--- config.mk ---
export PLATFORM = sky130hd
export DESIGN_NAME = alu_arbiter
export DESIGN_NICKNAME = d
export VERILOG_FILES = /design/src/rtl/alu_arbiter.sv
export SDC_FILE = /design/constraint.sdc
export NUM_CORES = 1
export LEC_CHECK = 0
export BUFFER_PORTS_ARGS = -buffer_cell sky130_fd_sc_hd__buf_2
export CORE_ASPECT_RATIO = 0.6
export CORE_MARGIN = 4
export CORE_UTILIZATION = 49
export DETAILED_ROUTE_END_ITERATION = 16
export GPL_TIMING_DRIVEN = 0
export PLACE_DENSITY = 0.81
export SETUP_SLACK_MARGIN = 0.5
export SYNTH_ARGS = -nofsm -noshare
export SYNTH_HDL_FRONTEND = slang
export SYNTH_SLANG_ARGS = --single-unit
--- constraint.sdc ---
create_clock -name clk -period 2.55 [get_ports clk]
set_input_delay 0.255 -clock clk [delete_from_list [all_inputs] [get_ports clk]]
set_output_delay 0.255 -clock clk [all_outputs]
set_load 0.03 [all_outputs]
--- src/rtl/alu_arbiter.sv ---
// Two-requester round-robin arbiter in front of a registered 2-bit-opcode ALU.
// Optional per-requester grant counters are enabled by defining ALU_ARB_STATS_EN.
`timescale 1ns/1ps
module alu_arbiter #(
  parameter int WIDTH = 4
) (
  input  logic             clk,
  input  logic             rst_n,
  input  logic             req0,
  input  logic             req1,
  input  logic [1:0]       op0,
  input  logic [1:0]       op1,
  input  logic [WIDTH-1:0] a0,
  input  logic [WIDTH-1:0] b0,
  input  logic [WIDTH-1:0] a1,
  input  logic [WIDTH-1:0] b1,
  output logic             gnt0,
  output logic             gnt1,
  input  logic             res_ready,
  output logic [WIDTH-1:0] result,
  output logic             carry,
  output logic             res_valid,
  output logic             res_id
`ifdef ALU_ARB_STATS_EN
  ,
  output logic [7:0]       gnt_cnt0,
  output logic [7:0]       gnt_cnt1
`endif
);

  typedef enum logic [1:0] {IDLE, EXEC, DONE} state_t;
  typedef enum logic [1:0] {OP_AND, OP_OR, OP_XOR, OP_ADD} op_t;

  state_t           state;
  logic             last_gnt;
  logic             lat_id;
  op_t              lat_op;
  logic [WIDTH-1:0] lat_a;
  logic [WIDTH-1:0] lat_b;

  logic             pick;
  logic [WIDTH-1:0] alu_r;
  logic             alu_c;
  logic [WIDTH:0]   sum;

  // Contention goes to whoever was not granted last; a lone request always wins.
  always_comb begin
    pick = (req0 && req1) ? ~last_gnt : req1;
  end

  always_comb begin
    sum   = {1'b0, lat_a} + {1'b0, lat_b};
    alu_r = '0;
    alu_c = 1'b0;
    case (lat_op)
      OP_AND: alu_r = lat_a & lat_b;
      OP_OR:  alu_r = lat_a | lat_b;
      OP_XOR: alu_r = lat_a ^ lat_b;
      OP_ADD: begin
        alu_r = sum[WIDTH-1:0];
        alu_c = sum[WIDTH];
      end
      default: alu_r = '0;
    endcase
  end

  always_ff @(posedge clk or negedge rst_n) begin
    if (!rst_n) begin
      state     <= IDLE;
      gnt0      <= 1'b0;
      gnt1      <= 1'b0;
      res_valid <= 1'b0;
      result    <= '0;
      carry     <= 1'b0;
      res_id    <= 1'b0;
      last_gnt  <= 1'b1;
      lat_id    <= 1'b0;
      lat_op    <= OP_AND;
      lat_a     <= '0;
      lat_b     <= '0;
    end else begin
      gnt0 <= 1'b0;
      gnt1 <= 1'b0;
      case (state)
        IDLE: begin
          if (req0 || req1) begin
            gnt0     <= ~pick;
            gnt1     <= pick;
            last_gnt <= pick;
            lat_id   <= pick;
            lat_op   <= op_t'(pick ? op1 : op0);
            lat_a    <= pick ? a1 : a0;
            lat_b    <= pick ? b1 : b0;
            state    <= EXEC;
          end
        end
        EXEC: begin
          result    <= alu_r;
          carry     <= alu_c;
          res_id    <= lat_id;
          res_valid <= 1'b1;
          state     <= DONE;
        end
        DONE: begin
          if (res_ready) begin
            res_valid <= 1'b0;
            state     <= IDLE;
          end
        end
        default: state <= IDLE;
      endcase
    end
  end

`ifdef ALU_ARB_STATS_EN
  // Counts follow the registered grant pulse, so they lag the grant by one cycle.
  always_ff @(posedge clk or negedge rst_n) begin
    if (!rst_n) begin
      gnt_cnt0 <= '0;
      gnt_cnt1 <= '0;
    end else begin
      if (gnt0 && gnt_cnt0 != 8'hFF) gnt_cnt0 <= gnt_cnt0 + 8'd1;
      if (gnt1 && gnt_cnt1 != 8'hFF) gnt_cnt1 <= gnt_cnt1 + 8'd1;
    end
  end
`endif

endmodule

==> results of run 1 <==
layout by cell type, fill, tap and decap left out, drive strengths merged:
master	synthesis	layout
ha	8	8
nand2b	4	4
clkbuf	4	7
nor3b	2	2
fa	1	1
a21o	3	3
nor3	5	5
o311ai	1	1
mux2	4	4
and3	1	1
o21ai	4	4
mux2i	7	7
and2b	1	1
nor2	2	2
or2	4	4
a21oi	4	4
a32oi	1	1
dlygate4sd3	0	1
o2111ai	1	1
a221o	5	5
clkinv	0	1
o31ai	2	2
a21bo	2	2
dfrtp	22	22
nand3	1	1
or4	1	1
inv	16	16
nand2	8	8
dfstp	1	1
a211oi	1	1
buf	2	35
nor2b	2	2
mux4	1	1
nand3b	1	1
per-stage QoR:
stage | power, mW | hold WS [ns] | cell area (sq um)
2_1_floorplan | 1.468 | -0.04059 | 1295
4_1_cts | 2.004 | 0.1757 | 1556
6_report | 1.983 | 0.1837 | 1556
5_1_grt | 2.147 | 0.1938 | 1556
3_3_place_gp | 1.686 | 0.2456 | 1500
3_5_place_dp | 1.772 | 0.2538 | 1500
critical path: stages (launching register included):
cell and delay [ns]:
dfrtp_1 0.41, ha_1 0.26, fa_1 0.45, mux4_2 0.48, mux2_2 0.29
cell families (layout without fill, tap and decap cells):
group           Yosys count  in the layout
compound gates           24             24
fa+ha+maj                 9              9
buf+inv                  22             60
flops                    23             23
mux                      12             12
simple gates             32             32
power breakdown:
| part | switching, mW | leakage [nW] | internal, mW |
|---|---|---|---|
| combinational | 0.596 | 0.520 | 0.491 |
| sequential | 0.126 | 0.280 | 0.545 |
| clock | 0.116 | 0.0255 | 0.109 |
routing by layer:
layer / vias up / track usage
met4: 0 / 0.07801
li1: 502 / -
met2: 40 / 0.2897
met5: - / 0
met1: 474 / 0.2114
met3: 9 / 0.06080
what timing repair did:
item                      CTS  global route
hold buffers                1             0
gates resized for setup     0             0
hold endpoints to repair   22             0
layout make-up:
type | instances | area, sq um | share of cell area
Clock buffer | 3 | 41.29 | 0.02653
Sequential cell | 23 | 576.8 | 0.3706
Multi-Input combinational cell | 77 | 620.6 | 0.3987
Tap cell | 32 | 40.04 | 0.02572
Buffer | 6 | 37.54 | 0.02412
Clock inverter | 1 | 5.005 | 0.003215
Timing Repair Buffer | 34 | 175.2 | 0.1125
Inverter | 16 | 60.06 | 0.03859
state kept, by name (all words and copies together), names as in the netlist:
register / flops
lat_a: 4
lat_b: 4
result: 4
lat_op: 2
state: 2
carry: 1
gnt0: 1
gnt1: 1
last_gnt: 1
lat_id: 1
res_id: 1
res_valid: 1
worst min-delay path by stage:
stage / endpoint / slack, ns / cells past startpoint
floorplan: carry$_DFFE_PN0P_ / -0.04 / 0
global placement: state[1]$_DFFE_PN0P_ / 0.25 / 1
detailed placement: res_valid$_DFFE_PN0P_ / 0.25 / 1
CTS: state[1]$_DFFE_PN0P_ / 0.18 / 2
global route: state[1]$_DFFE_PN0P_ / 0.19 / 2
finish: state[1]$_DFFE_PN0P_ / 0.18 / 2
==> metrics, run 1 <==
status=complete, no violations; Seq/Total Area, Yosys=0.4454; Post-Synth Adder-Cell Area=0.09275; Max Slew Vio Count=0; Layout area overhead=20.19%; Post-Route Utilization=0.6214; met3 wire length=206 microns; endpoints failing hold=0; top layer in use=met4; Worst setup endpoint=result[1]$_DFFE_PN0P_; R2R Path Start=lat_a[0]$_DFFE_PN0P_; final antenna-violating net count=0; gr ovfl total=0; complex-gate fraction of the synthesized area=0.1401; Clock Skew=0.007432 ns; WL met2=1304 microns; Mean Syn Cell Area=10.61 sq um; via count=1025; synthesized area=1295 sq um; CP required=2.71 ns; Max Clock Freq=501.0 MHz; Synth Net Count=156; Die Area=3556 sq um; crit-path max FO=3; static leakage=0.8254 nW; initial antenna violation count=0; # DRC=0; pin count of the biggest net entering global routing=24; TNS Setup=0 ns; Top Ports=34; Max Cap Viol=0; Clock Sinks=23; number of global-route vias before repair=998; ranking of synthesized cells by area=dfrtp_1, ha_1, mux2i_1; CTS tree=yes; initial core utilization=0.5170; asr flop ratio synth=1.000; EDFF count, synth=0; Power Density=1274 nW/um^2; fin crit period=1.996 ns; unrepaired setup endpoints after global routing=false; CP endpoint kind=flip-flop; largest family of logic cells by synthesized area=compound AO/OA/AOI/OAI gates; Reg-to-Reg End=result[1]$_DFFE_PN0P_; count leader, synth=dfrtp_1; placed wire-length estimate=2274 microns; non-filler cells, final=192; Ys Warns=0; Core Rows=14; initial DRC count=92; Synth Area in Simple Gates=0.1401; Cells after DPL=187; clock slew at reported path FFs=0.08 ns; crit path kind=reg -> reg; latest clock arrival within the worst-skew pair=0.27 ns; cells after synthesis=122; Least-Margin Pin Slew=0.5390 ns; CTS H-tree depth=1; Critical path origin=lat_a[0]$_DFFE_PN0P_; worst-case reg-to-reg path depth=4; post-CTS setup buffers=0; Startpoint Class=flip-flop; Post-Synth XOR/XNOR Area=0; layout cells sized above 1=0.3188; Main synth FF type=dfrtp_1; area share of the largest cell type after synthesis=0.4251; Hold Crit Class=in -> reg; CTS max path bufs=2; post-synth top area cell=dfrtp_1; root buffer cell=clkbuf_8; most instantiated cells after synthesis=dfrtp_1, inv_1, ha_1, nand2_1, mux2i_1; core footprint=2505 sq um; met1 wire length=1219 microns; CTS Buf Count=3; Post-Place Worst Slack=0.5532 ns; DR WL/cell=14.52 microns; r2r setup slk=0.55 ns; number of fill cells in the layout=224; PortBufs=33; GPL Wtd Cong=0.7917; arrival time worst endpoint=2.15 ns; Max VDD drop=0.4743 mV; Seq cells post-synth=23; global-route wire length before repair=4491 microns; TritonRoute pass-1 iters=4; post-route setup slack=0.5541 ns; Vias/cell=5.339; nets@finish=195; Hold Path Origin=res_ready; mux contribution to synthesized area=0.1063; final setup vio count=0; Die W=74.37 microns; Ant. Diodes=0; relative slew slack=0.6407; fin crit share=0.7827; Tot GR Track Use=0.1747; post-synth cell types=35; Die H=47.82 microns; final wirelength=2788 microns
Note: power is estimated with default switching activity, not from simulation.
==> run 2, diff against run 1 <==
- clock period: 2.55 -> 1.9 ns (I/O delays scaled with it)
==> run 2 against run 1 <==
Against the previous run:
- cell area rose by 23%
- via count up 14%
- register-to-register slack worse by 0.51 ns
- routed wire length increased by 22%
- hold slack got worse by 0.050 ns
- largest cell class unchanged
- utilization up 14 points
- highest routed layer unchanged
- die area did not move
- critical endpoint unchanged
- critical path depth unchanged
==> metrics, run 2 (synthesized netlist as in run 1, its figures left out) <==
design area=1914 sq um (+23%); Max VDD drop=0.8907 mV (+88%); core footprint=2505 sq um (unchanged); Cell Area, Placed=1505 sq um (+0.33%); Post-Route Utilization=0.7642 (+0.1429); final setup vio count=0 (unchanged); crit-path max FO=2 (-1); Core Rows=14 (unchanged); CTS tree=yes; r2r setup slk=0.04 ns (-0.51 ns); placed wire-length estimate=2159 microns (-5.1%); GPL Wtd Cong=0.7547 (-4.7%); CTS H-tree depth=1 (unchanged); GRT busiest layer=met2; commonest cells after routing, fill and taps aside=buf_2, buf_4, dfrtp_1; fin crit period=1.859 ns (-0.1366 ns); global-route wire length before repair=5237 microns (+17%); endpoints failing hold=0 (unchanged); Vias/cell=5.295 (-0.81%); CP required=2.06 ns (-0.65 ns); pin count of the biggest net entering global routing=24 (unchanged); met2 usage=0.3595 (+0.06981); final wirelength=3403 microns (+22%); relative slew slack=0.6250 (-0.01568); CTS max path bufs=2 (unchanged); TritonRoute pass-1 iters=4 (unchanged); status=complete, no violations; GR met3 Demand/Resource=0.06709 (+0.006289); nets@finish=223 (+14%); Ant. Diodes=0 (unchanged); initial core utilization=0.5170 (unchanged); Startpoint Class=flip-flop; worst-case reg-to-reg path depth=4 (unchanged); Die W=74.37 microns (unchanged); Max Clock Freq=537.9 MHz (+7.3%); gr ovfl total=0 (unchanged); R2R Path Start=lat_a[0]$_DFFE_PN0P_; non-filler cells, final=220 (+15%); met1 Resource Use GR=0.2500 (+0.03859); arrival time worst endpoint=2.02 ns (-0.13 ns); static leakage=0.9932 nW (+20%); Critical path origin=lat_a[0]$_DFFE_PN0P_; final antenna-violating net count=0 (unchanged); Hold Crit Class=in -> reg; Power Density=1863 nW/um^2 (+46%); DR WL/cell=15.47 microns (+6.5%); CP endpoint kind=flip-flop; initial DRC count=41 (-55%); Clock Skew=0.003430 ns (-0.004002 ns); Least-Margin Pin Slew=0.5625 ns (+0.02353 ns); Worst setup endpoint=result[1]$_DFFE_PN0P_; Top Ports=34 (unchanged); fin crit share=0.9785 (+0.1959); largest registers=lat_a: 4 flops, lat_b: 4 flops, result: 4 flops; Post-Place Worst Slack=-0.02450 ns (-0.5777 ns); Reg-to-Reg End=result[1]$_DFFE_PN0P_; root buffer cell=clkbuf_8; crit path kind=reg -> reg; Die Area=3556 sq um (unchanged); clock slew at reported path FFs=0.08 ns (about the same); Clock Sinks=23 (unchanged); layout cells sized above 1=0.5000 (+0.1813); initial antenna violation count=0 (unchanged); Cells after DPL=187 (unchanged); number of global-route vias before repair=1119 (+12%); post-route setup slack=0.04077 ns (-0.5134 ns); Tot GR Track Use=0.2037 (+0.02896); Die H=47.82 microns (unchanged); # DRC=0 (unchanged); unrepaired setup endpoints after global routing=true; PortBufs=33 (unchanged); Max Cap Viol=0 (unchanged); CTS Buf Count=3 (unchanged); commonest non-fill, non-tap cell in the layout=buf_2; via count=1165 (+14%); Layout area overhead=47.83%; latest clock arrival within the worst-skew pair=0.26 ns (about the same); Max Slew Vio Count=0 (unchanged)
run 2: changes by cell type in the layout (fill, tap and decap cells not counted), moves of 4 or more:
cell | before | now
buf_4 | 0 | 21
buf_6 | 2 | 8
ha_1 | 8 | 4
ha_4 | 0 | 4
run 2: critical path, stage by stage, from the launching register on:
cell and delay [ns]:
dfrtp_1 0.43, ha_4 0.19, fa_2 0.42, mux4_2 0.47, mux2_4 0.26
run 2: layout make-up:
type	instances	area (sq um)
plain buffers	6	56.30
clock buffers	4	45.04
fillers	160	590.6
inverters	16	60.06
multi-input cells	77	721.9
flip-flops and latches	23	579.3
well taps	32	40.04
repair buffers	62	411.6
run 2: metal layers:
metal / routed length, microns / vias up / share of wire
met4: 2 / 0 / 0.00059
met1: 1481 / 570 / 0.44
met5: 0 / - / 0
met3: 237 / 2 / 0.070
li1: - / 557 / -
met2: 1682 / 36 / 0.49
run 2: through the flow:
stage	hold WS [ns]	power (mW)	setup TNS [ns]
final	0.1342	3.566	0
after detailed placement	0.1915	2.376	-0.02450
after floorplan	-0.1056	1.977	0
after global placement	0.1807	2.271	0
after global routing	0.1410	3.770	0
after CTS	0.1437	3.305	0
run 2: worst min-delay path by stage:
stage | from | endpoint | cells past startpoint
finish | res_ready | state[1]$_DFFE_PN0P_ | 2
global route | res_ready | state[1]$_DFFE_PN0P_ | 2
CTS | res_ready | state[1]$_DFFE_PN0P_ | 2
detailed placement | rst_n | result[0]$_DFFE_PN0P_ | 1
global placement | rst_n | carry$_DFFE_PN0P_ | 1
floorplan | rst_n | carry$_DFFE_PN0P_ | 0
run 2: power by group:
group	internal (mW)	switching [mW]	leakage, nW
clock network	0.150	0.155	0.0228
logic	1.27	1.09	0.693
registers	0.736	0.164	0.278
total	2.16	1.41	0.993
run 2: what timing repair did:
item / CTS / global route
pin swaps: 9 / 8
hold buffers: 1 / 0
endpoints found under the setup margin: 17 / 16
endpoints found under the hold margin: 22 / 0
buffers inserted: 23 / 5
resized for setup: 25 / 8
